<file path="src/rtl/rr_encoder32_5.sv">
// Round-robin 32:5 priority encoder with a registered valid/ready output stage.
// The search starts at ptr and wraps; a loaded grant moves ptr just past the winner.
module rr_encoder32_5 (
  input  logic        clk,
  input  logic        reset,
  input  logic        e,
  input  logic [31:0] req,
  input  logic        out_ready,
  output logic        out_valid,
  output logic [4:0]  out_idx,
  output logic [31:0] out_grant
);

  logic [4:0]  ptr_q, ptr_d;
  logic [4:0]  idx_q, idx_d;
  logic        vld_q, vld_d;
  logic [31:0] grant_q, grant_d;

  logic [63:0] req_dbl;
  logic [31:0] req_rot;
  logic [4:0]  offset;
  logic        hit;
  logic [4:0]  found;
  logic        load;

  // Rotate req so that bit ptr lands at position 0, then pick the lowest set bit.
  always_comb begin
    req_dbl = {req, req} >> ptr_q;
    req_rot = req_dbl[31:0];
    offset  = 5'd0;
    hit     = 1'b0;
    for (int i = 31; i >= 0; i--) begin
      if (req_rot[i]) begin
        offset = 5'(i);
        hit    = 1'b1;
      end
    end
    found = ptr_q + offset;
  end

  assign load = !vld_q || out_ready;

  always_comb begin
    ptr_d   = ptr_q;
    idx_d   = idx_q;
    vld_d   = vld_q;
    grant_d = grant_q;
    if (load) begin
      if (e && hit) begin
        vld_d   = 1'b1;
        idx_d   = found;
        grant_d = 32'd1 << found;
        ptr_d   = found + 5'd1;
      end else begin
        vld_d   = 1'b0;
        grant_d = 32'd0;
      end
    end
  end

  always_ff @(posedge clk or posedge reset) begin
    if (reset) begin
      ptr_q   <= 5'd0;
      idx_q   <= 5'd0;
      vld_q   <= 1'b0;
      grant_q <= 32'd0;
    end else begin
      ptr_q   <= ptr_d;
      idx_q   <= idx_d;
      vld_q   <= vld_d;
      grant_q <= grant_d;
    end
  end

  assign out_valid = vld_q;
  assign out_idx   = idx_q;
  assign out_grant = grant_q;

endmodule

</file>
<file path="config.mk">
export PLATFORM = sky130hd
export DESIGN_NAME = rr_encoder32_5
export DESIGN_NICKNAME = d
export VERILOG_FILES = /design/src/rtl/rr_encoder32_5.sv
export SDC_FILE = /design/constraint.sdc
export NUM_CORES = 1
export LEC_CHECK = 0
export ABC_CLOCK_PERIOD_IN_PS = 5300
export BUFFER_PORTS_ARGS = -buffer_cell sky130_fd_sc_hd__clkbuf_2
export CAP_MARGIN = 20
export CELL_PAD_IN_SITES_DETAIL_PLACEMENT = 1
export CELL_PAD_IN_SITES_GLOBAL_PLACEMENT = 1
export CORE_MARGIN = 3
export CORE_UTILIZATION = 40
export CTS_CLUSTER_SIZE = 20
export DETAILED_ROUTE_END_ITERATION = 6
export GPL_ROUTABILITY_DRIVEN = 0
export PLACE_DENSITY_LB_ADDON = 0.1
export SETUP_SLACK_MARGIN = 0.02
export SLEW_MARGIN = 30
export SYNTH_ARGS = -nofsm -noshare
export SYNTH_HDL_FRONTEND = slang
export SYNTH_SLANG_ARGS = --single-unit
</file>
<file path="constraint.sdc">
create_clock -name clk -period 5.3 [get_ports clk]
set_clock_uncertainty 0.05 [all_clocks]
set_input_delay 0.265 -clock clk [delete_from_list [all_inputs] [get_ports clk]]
set_output_delay 0.265 -clock clk [all_outputs]
set_load 0.01 [all_outputs]
</file>
==> impl_metrics.toml, run 1 <==
[global_route]
grt_max_degree = 44
grt_pass1_vias = 5935
antenna_found_initial = 0
globalRouteOverflowTotal = 0
grt_pass1_wl_mm = 35.1
grt_use_total_pct = 29.6

[floorplan]
io_pins = 74
rows = 42
start_util_pct = 41.5
die_h_um = 124
die_w_um = 124
die_area_mm2 = 0.0154
fp.coreArea_mm2 = 0.0135

[yosys]
synth_seq_cells = 43
yosysSeqAreaShare_pct = 19.3
syn-num-nets = 644
ys.flop_type = "dfrtp_1"
synth_edf_count = 0
yosysUniqueCellTypes = 72
yosysTopAreaCell = "dfrtp_1"
synth-async-reset-ratio_pct = 100
synth_top_area_share_pct = 19.3
synthCells = 598
synth.top_cells.by_area = "dfrtp_1, mux4_2, mux2_2"
avgSynthCellArea_um2 = 9.33
netlist_area_mm2 = 0.00558
yosys_warnings = 0

[layout]
most-common-layout-cells = "clkbuf_2, nand2_1, mux4_2"
drive_above_1_share_pct = 36.8
area_delta_synth_final_pct = 21.3
stdcell_area_mm2 = 0.00677
multiInputGateArea_mm2 = 0.00441
utilization_pct = 50.3
finalNonFillerCells = 860
antennaDiodeCount = 0
final_common_cell = "clkbuf_2"
n_fill_cell = 1567
nets = 729
seqCellArea_mm2 = 0.00108

[sta]
relSlewSlack_pct = 44.3
tightest_slew_ns = 0.835
fmax_mhz = 197
finalMaxSlewViolations = 0
final.min_clock_period_ns = 5.08
setup_viol = 0
final.period_utilization_pct = 95.9
hold_viol = 0
whs_ns = 0.0382
rsz0062_at_grt = "no"

[power_and_ir_drop]
powerDensity_mw_per_mm2 = 789
irDropWorstVdd_uv = 352
p_leak_uw = 0.00275

[critical_path]
worstReg2RegEnd = "ptr_q[4]$_DFFE_PP0P_"
r2r_cells = 18
crit_buf_inv = 2
critical_path_class = "flop to flop"
slowest_delay_ns = 0.58
critical_path_required_ns = 5.39
crit_cells = 18
reg2reg_from = "ptr_q[3]$_DFFE_PP0P_"
r2r_slack_ns = 0.22
cp_max_fo = 17
critPathArrivalTime_ns = 5.17
crit_path_end_kind = "flop"
start_kind = "flop"
slowest_stage = "mux4_2"
path_delay_family = "multiplexers"
worstPathCellList = "buf_4 -> buf_12 -> mux4_2 -> mux2_2 -> mux2_2 -> a2111oi_2 -> o2111a_1 -> o31ai_1 -> a31oi_1 -> o22a_1 -> ha_1 -> fa_2 -> ha_1 -> and2_2 -> nand2_1 -> xnor2_1 -> mux2i_1 -> a32oi_1"

[clock_network]
cts_buffer_depth = 2
h-tree-depth = 2
cts_tree = "yes"
clock_latency_ns = 0.28
hold_buffers = 0
cts_root_buf = "clkbuf_16"
cts_buffers = 5
clock-sinks = 43
clk_pin_slew_ns = 0.06

[drt]
drt_wl_total_mm = 22.9
viasPerCell = 6.99
ant_nets = 0
first_pass_iters = 6
drt_iter0_markers = 617
drcViolationCount = 0
wire_per_inst_um = 26.6
vias = 6013

[placed_design]
io_buffers = 73
dp.cells = 840
dp_hpwl_mm = 17.2
placed_area_mm2 = 0.00634

[run]
drv_cap = 0

[outcome]
status = "finished clean"

[worst_hold_path]
hp-class = "input port to async pin"
## worst reg2reg max path, cell delays in order (launching register included)
cell       delay [ns]
dfrtp_2          0.46
buf_4            0.16
buf_12           0.16
mux4_2           0.59
mux2_2           0.34
mux2_2           0.30
a2111oi_2        0.35
o2111a_1         0.24
o31ai_1          0.06
a31oi_1          0.23
o22a_1           0.20
ha_1             0.21
fa_2             0.50
ha_1             0.24
and2_2           0.22
nand2_1          0.10
xnor2_1          0.16
mux2i_1          0.25
a32oi_1          0.12
## stage by stage
| step | TNS, ns | setup WS [ns] | total power [uW] |
|---|---|---|---|
| 3_5_place_dp | -0.673 | -0.105 | 4620 |
| 4_1_cts | 0 | 0.0173 | 5020 |
| 3_3_place_gp | 0 | 0.0761 | 4510 |
| 2_1_floorplan | 0 | 0.0295 | 3270 |
| 5_1_grt | 0 | 0.00546 | 5720 |
| 6_report | 0 | 0.219 | 5350 |
## cells by family (layout without fill, tap and decap cells)
kind of cell             count (synthesis)  count (layout)  synth area share, %
AO/OA/AOI/OAI                          188             188                 25.8
XOR/XNOR                                 8               8                 1.39
adder cells (fa/ha/maj)                 10              10                 2.38
buffers and inverters                   55             141                 3.99
flip-flops                              43              43                 19.3
multiplexers                           117             117                 31.8
AND/OR/NAND/NOR                        177             177                 15.4
## registers in the layout (all words and copies together) (netlist names)
register,count
out_idx,5
ptr_q,5
out_grant,32
out_valid,1
## synthesized netlist by cell type, drive strengths merged, types with 10 or more instances
| cell | number |
|---|---|
| a32o | 18 |
| mux2i | 32 |
| mux4 | 44 |
| a21oi | 18 |
| inv | 10 |
| nor2 | 36 |
| and2 | 15 |
| nand2 | 61 |
| nor3 | 16 |
| buf | 19 |
| o21ai | 35 |
| mux2 | 41 |
| a22o | 14 |
| clkbuf | 24 |
| nand3 | 10 |
| dfrtp | 43 |
## report_power, final
part | switching [uW] | internal, uW
Clock | 129 | 222
Combinational | 2610 | 1820
Sequential | 130 | 428
## cell type report
cell class                 instances  share of cell area (%)
clock buffer                       5                    1.85
multi-input combinational        500                    65.1
timing repair buffer             121                    12.5
sequential                        43                    16.0
inverter                          12                   0.739
tap                              176                    3.25
clock inverter                     3                   0.647
## repair_timing
item,CTS,global route
pin swaps,0,4
gates cloned,0,2
resized for setup,6,31
setup buffers,0,10
setup endpoints to repair,25,34
## how the worst max path moves through the flow
stage                               from                        end  slack, ns
finish              ptr_q[3]$_DFFE_PP0P_       ptr_q[4]$_DFFE_PP0P_       0.22
CTS                 ptr_q[1]$_DFFE_PP0P_  out_grant[23]$_DFFE_PP0N_       0.02
floorplan           ptr_q[1]$_DFFE_PP0P_   out_grant[3]$_DFFE_PP0N_       0.03
global placement    ptr_q[3]$_DFFE_PP0P_  out_grant[21]$_DFFE_PP0N_       0.08
detailed placement  ptr_q[3]$_DFFE_PP0P_  out_grant[23]$_DFFE_PP0N_      -0.11
global route        ptr_q[1]$_DFFE_PP0P_       ptr_q[4]$_DFFE_PP0P_      0.005
## metal layers
layer / share of wire, % / wire length (um) / global-route usage [%] / vias to the layer above
li1: - / - / - / 2566
met1: 43 / 9840 / 44.6 / 3082
met2: 46 / 10500 / 44.5 / 319
met3: 9.4 / 2160 / 6.04 / 46
met4: 1.8 / 409 / 5.13 / 0
met5: 0 / 0 / 0 / -
(Power assumes the default switching activity.)
==> run 2: changes to the inputs <==
--- a/config.mk
+++ b/config.mk
@@ -15,7 +15,7 @@
 export CTS_CLUSTER_SIZE = 20
 export DETAILED_ROUTE_END_ITERATION = 6
 export GPL_ROUTABILITY_DRIVEN = 0
-export PLACE_DENSITY_LB_ADDON = 0.1
+export PLACE_DENSITY = 0.83
 export SETUP_SLACK_MARGIN = 0.02
 export SLEW_MARGIN = 30
 export SYNTH_ARGS = -nofsm -noshare
==> run 2 against run 1 <==
- the run now ends with design-rule violations, negative setup slack left
- critical path depth decreased by 1
- hold slack better by 0.015 ns
- non-clock buffer count decreased by 1
- highest routed layer is now met5
==> impl_metrics.toml, run 2 (synthesis results as in run 1) <==
[outcome]
status = "finished, violations left"
failed_checks = "design-rule violations, negative setup slack"

[drt]
first_pass_iters = 7
drt_iter0_markers = 1020
wire_per_inst_um = 30.8
viasPerCell = 7.66
drt_wl_total_mm = 26.4
vias = 6579
ant_nets = 0
drcViolationCount = 2

[power_and_ir_drop]
seqPwrFrac_pct = 9.6
irDropWorstVdd_uv = 521
switchingPower_uw = 3130
swShare_pct = 55.1
p_int_uw = 2550
p_leak_uw = 0.00276
powerDensity_mw_per_mm2 = 833
power.share.combinational_pct = 83.4
pwr-share-clk_pct = 7.0

[layout]
utilization_pct = 50.6
stdcell_area_mm2 = 0.00681
antennaDiodeCount = 0
area_delta_synth_final_pct = 22.1
drive_above_1_share_pct = 37.6
largest_register_ffs = 32
final_common_cell = "clkbuf_2"
most-common-layout-cells = "clkbuf_2, nand2_1, mux4_2"
n_fill_cell = 1570
nets = 728

[sta]
setup_viol = 14
relSlewSlack_pct = 45.0
finalMaxSlewViolations = 0
setup_ws_ns = -0.0723
final.period_utilization_pct = 101
final.min_clock_period_ns = 5.37
tightest_slew_ns = 0.825
whs_ns = 0.0532
hold_viol = 0
fmax_mhz = 186

[floorplan]
rows = 42
die_h_um = 124
start_util_pct = 41.5
io_pins = 74
die_area_mm2 = 0.0154
fp.coreArea_mm2 = 0.0135
die_w_um = 124

[global_route]
grt_pass1_vias = 6412
grt_pass1_wl_mm = 37.2
grt_max_degree = 44
use_met1_pct = 40.1
grtUsageMet3_pct = 6.04
globalRouteOverflowTotal = 0
met2_usage_pct = 49.3
antenna_found_initial = 1
grt_use_total_pct = 31.3
grt-busiest-layer = "met2"

[placed_design]
io_buffers = 73
dp_hpwl_mm = 17.3
placed_area_mm2 = 0.00625
dp_slack_ns = -0.297

[clock_network]
cts_root_buf = "clkbuf_16"
cts_buffer_depth = 2
cts_buffers = 5
cts_tree = "yes"
clock-sinks = 43
h-tree-depth = 2
clk_pin_slew_ns = 0.06
clock_latency_ns = 0.29

[critical_path]
critical_path_required_ns = 5.39
start_kind = "flop"
cp_max_fo = 16
critical_path_class = "flop to flop"
critPathArrivalTime_ns = 5.47
crit_path_end_kind = "flop"

[worst_hold_path]
hp-class = "input port to async pin"

[run]
drv_cap = 0
## run 2: cell count changes in the layout (fill, tap and decap cells not counted), sizes merged
| cell | change |
|---|---|
| buf | -2 |
| inv | +1 |
| bufbuf | +2 |
| clkinv | -3 |
| bufinv | +1 |
## run 2: layout make-up
class                   count  area, um2  share of cell area (%)
inverters                  12       48.8                   0.716
repair buffers            120        815                    12.0
flip-flops and latches     43       1080                    15.9
multi-input cells         500       4460                    65.4
clock inverters             2       60.1                   0.882
well taps                 176        220                    3.23
clock buffers               6        129                    1.89
## run 2: metal layers
layer / part of all wire (%) / up-vias
met5: 0.049 / -
met4: 7.2 / 2
met3: 12 / 189
met2: 46 / 620
met1: 35 / 3197
li1: - / 2571
## run 2: final timing paths
path | start | end | slack, ns | cells after the start
min in group clk | e | ptr_q[4]$_DFFE_PP0P_ | 0.20 | 2
hold reg to reg | out_idx[3]$_DFFE_PP0P_ | out_idx[3]$_DFFE_PP0P_ | 0.44 | 1
hold / removal | reset | out_idx[2]$_DFFE_PP0P_ | 0.05 | 3
setup reg to reg | ptr_q[1]$_DFFE_PP0P_ | ptr_q[4]$_DFFE_PP0P_ | -0.07 | 17
setup / recovery | ptr_q[1]$_DFFE_PP0P_ | ptr_q[4]$_DFFE_PP0P_ | -0.07 | 17
max in group asynchronous | reset | ptr_q[0]$_DFFE_PP0P_ | 4.75 | 3
## run 2: timing repair
item,in CTS,in global routing
resized for setup,3,35
setup buffers,4,10
hold buffers,0,0
pin swaps,1,1
endpoints found under the setup margin,34,35
cloned,2,1
## run 2: through the flow
step / setup TNS, ns / total power, uW / cells
after global routing: -2.26 / 5890 / 859
after CTS: 0 / 5080 / 848
after global placement: 0 / 4350 / 834
after floorplan: 0 / 3270 / 598
after detailed placement: -6.04 / 4500 / 834
final: -0.612 / 5680 / 859
## run 2: worst max-delay path, stage by stage (launching register included)
cell and delay, ns:
dfrtp_2 0.47, bufbuf_16 0.35, mux4_2 0.57, mux2_2 0.41, nand4b_1 0.30, a21o_1 0.29, o2111a_1 0.13, o31ai_2 0.19
a31oi_1 0.09, o22a_1 0.23, ha_1 0.25, fa_2 0.64, ha_2 0.25, and2_1 0.23, nand2_1 0.12, xnor2_1 0.31
mux2i_1 0.23, a32oi_1 0.12
## run 2: power groups by stage
stage / Sequential, uW / Clock, uW / Combinational [uW]
after floorplan: 517 / 0 / 2750
after global placement: 523 / 0 / 3820
after detailed placement: 528 / 0 / 3980
after CTS: 531 / 402 / 4150
after global routing: 554 / 414 / 4920
final: 547 / 397 / 4730
==> run 3: changes to the inputs <==
--- a/config.mk
+++ b/config.mk
@@ -16,6 +16,7 @@
 export DETAILED_ROUTE_END_ITERATION = 6
 export GPL_ROUTABILITY_DRIVEN = 0
 export PLACE_DENSITY = 0.83
+export REMOVE_ABC_BUFFERS = 1
 export SETUP_SLACK_MARGIN = 0.02
 export SLEW_MARGIN = 30
 export SYNTH_ARGS = -nofsm -noshare
==> run 3 against run 2 <==
- the flow now finishes without violations
- power shrank 9.3%
- hold slack lost 0.014 ns
- cell count fell by 1.0%
- sequential power hardly changed
- die area is the same
- sequential cell count unchanged
- critical path depth is the same
- via count decreased by 7.4%
- combinational power fell by 9.3%
==> impl_metrics.toml, run 3 (synthesis results as in run 1) <==
[clock_network]
cts_tree = "yes"
clk_pin_slew_ns = 0.07
h-tree-depth = 2
cts_buffer_depth = 2
cts_buffers = 5
cts_root_buf = "clkbuf_16"
clock_latency_ns = 0.28
hold_buffers = 0
clock-sinks = 43

[critical_path]
critical_path_class = "flop to flop"
cp_max_fo = 35
critPathArrivalTime_ns = 5.37
start_kind = "flop"
r2r_slack_ns = 0.06
r2r_cells = 17
worstReg2RegEnd = "out_grant[22]$_DFFE_PP0N_"
reg2reg_from = "ptr_q[3]$_DFFE_PP0P_"
crit_path_end_kind = "flop"
critical_path_required_ns = 5.43

[outcome]
status = "finished clean"

[drt]
ant_nets = 0
viasPerCell = 7.17
wire_per_inst_um = 26.3
first_pass_iters = 5
vias = 6093
drcViolationCount = 0
drt_wl_total_mm = 22.4
drt_iter0_markers = 606

[floorplan]
fp.coreArea_mm2 = 0.0135
die_h_um = 124
io_pins = 74
die_w_um = 124
die_area_mm2 = 0.0154
start_util_pct = 41.5
rows = 42

[sta]
relSlewSlack_pct = 50.1
hold_viol = 0
final.period_utilization_pct = 98.9
tightest_slew_ns = 0.747
final.min_clock_period_ns = 5.24
finalMaxSlewViolations = 0
fmax_mhz = 191
setup_viol = 0
whs_ns = 0.0392

[placed_design]
io_buffers = 73
dp_hpwl_mm = 16.4

[global_route]
globalRouteOverflowTotal = 0
grt_use_total_pct = 27.4
grt_max_degree = 52
grt_pass1_wl_mm = 33.0
antenna_found_initial = 0
grt_pass1_vias = 5848

[layout]
antennaDiodeCount = 0
most-common-layout-cells = "clkbuf_2, nand2_1, mux4_2"
largest_register_ffs = 32
drive_above_1_share_pct = 34.4
n_fill_cell = 1565
final_common_cell = "clkbuf_2"
nets = 719
seqCellArea_mm2 = 0.00108
multiInputGateArea_mm2 = 0.00435
area_delta_synth_final_pct = 18.0

[power_and_ir_drop]
irDropWorstVdd_uv = 329
powerDensity_mw_per_mm2 = 782
power_uw = 5150
p_leak_uw = 0.00268

[run]
drv_cap = 0

[worst_hold_path]
hp-class = "input port to async pin"
-- run 3: cell count changes in the layout (fill, tap and decap cells not counted), moves of 2 or more --
cell and delta:
bufbuf_16 -2, buf_4 -10, o21ai_1 -2, a221oi_2 -2
buf_12 +3, a22oi_2 -2, a221oi_1 +2, bufinv_16 -2
a21oi_1 +3, a22oi_1 +2, a21oi_2 -2, o21ai_0 +2
-- run 3: how the worst max path moves through the flow --
| stage | endpoint | slack [ns] | cells past startpoint | start |
|---|---|---|---|---|
| after detailed placement | out_grant[12]$_DFFE_PP0N_ | 0.13 | 18 | ptr_q[1]$_DFFE_PP0P_ |
| after global routing | out_grant[22]$_DFFE_PP0N_ | -0.08 | 17 | ptr_q[3]$_DFFE_PP0P_ |
| after floorplan | out_grant[3]$_DFFE_PP0N_ | -0.98 | 15 | ptr_q[0]$_DFFE_PP0P_ |
| final | out_grant[22]$_DFFE_PP0N_ | 0.06 | 17 | ptr_q[3]$_DFFE_PP0P_ |
| after CTS | out_grant[21]$_DFFE_PP0N_ | 0.02 | 16 | ptr_q[1]$_DFFE_PP0P_ |
| after global placement | ptr_q[4]$_DFFE_PP0P_ | 0.20 | 17 | ptr_q[3]$_DFFE_PP0P_ |
-- run 3: cell type report --
| class | count | share of cell area (%) |
|---|---|---|
| tap | 176 | 3.35 |
| sequential | 43 | 16.5 |
| clock inverter | 3 | 0.361 |
| inverter | 12 | 0.684 |
| timing repair buffer | 111 | 11.2 |
| clock buffer | 5 | 1.90 |
| multi-input combinational | 500 | 66.1 |
-- run 3: metal layers --
layer / up-vias / part of all wire, % / GRT usage [%]
met4: 0 / 4.9 / 11.2
met1: 3032 / 39 / 35.4
li1: 2554 / - / -
met3: 96 / 9.0 / 4.59
met5: - / 0 / 0
met2: 411 / 47 / 45.5
-- run 3: timing repair --
item	4_1_cts	5_1_grt
endpoints found under the setup margin	0	35
gates resized for setup	0	16
setup buffers	0	6
-- run 3: per-stage QoR --
step	area [um2]	util [%]	setup TNS [ns]	setup WS, ns	instances
after CTS	6440	47.9	0	0.0213	843
after global placement	6290	46.8	0	0.196	835
after floorplan	5400	-	-30.23	-0.984	555
after detailed placement	6300	46.8	0	0.125	835
final	6580	48.9	0	0.0608	850
after global routing	6580	48.9	-0.555	-0.0827	850
-- run 3: report_power, final --
group | total [uW] | internal (uW) | switching, uW
logic | 4290 | 1730 | 2560
clock network | 311 | 176 | 135
registers | 544 | 428 | 116
-- run 3: worst max-delay path, cell delays in order (launching register included) --
cell	delay [ns]
dfrtp_4	0.54
buf_12	0.26
mux2_2	0.40
nor3_1	0.22
o41a_1	0.33
o21a_1	0.19
or4b_2	0.63
nand4_1	0.15
a31oi_1	0.11
o22a_1	0.20
ha_1	0.21
fa_1	0.41
a21o_1	0.21
a21oi_2	0.19
xnor2_2	0.13
or3_1	0.35
o22a_2	0.29
o21ai_0	0.26
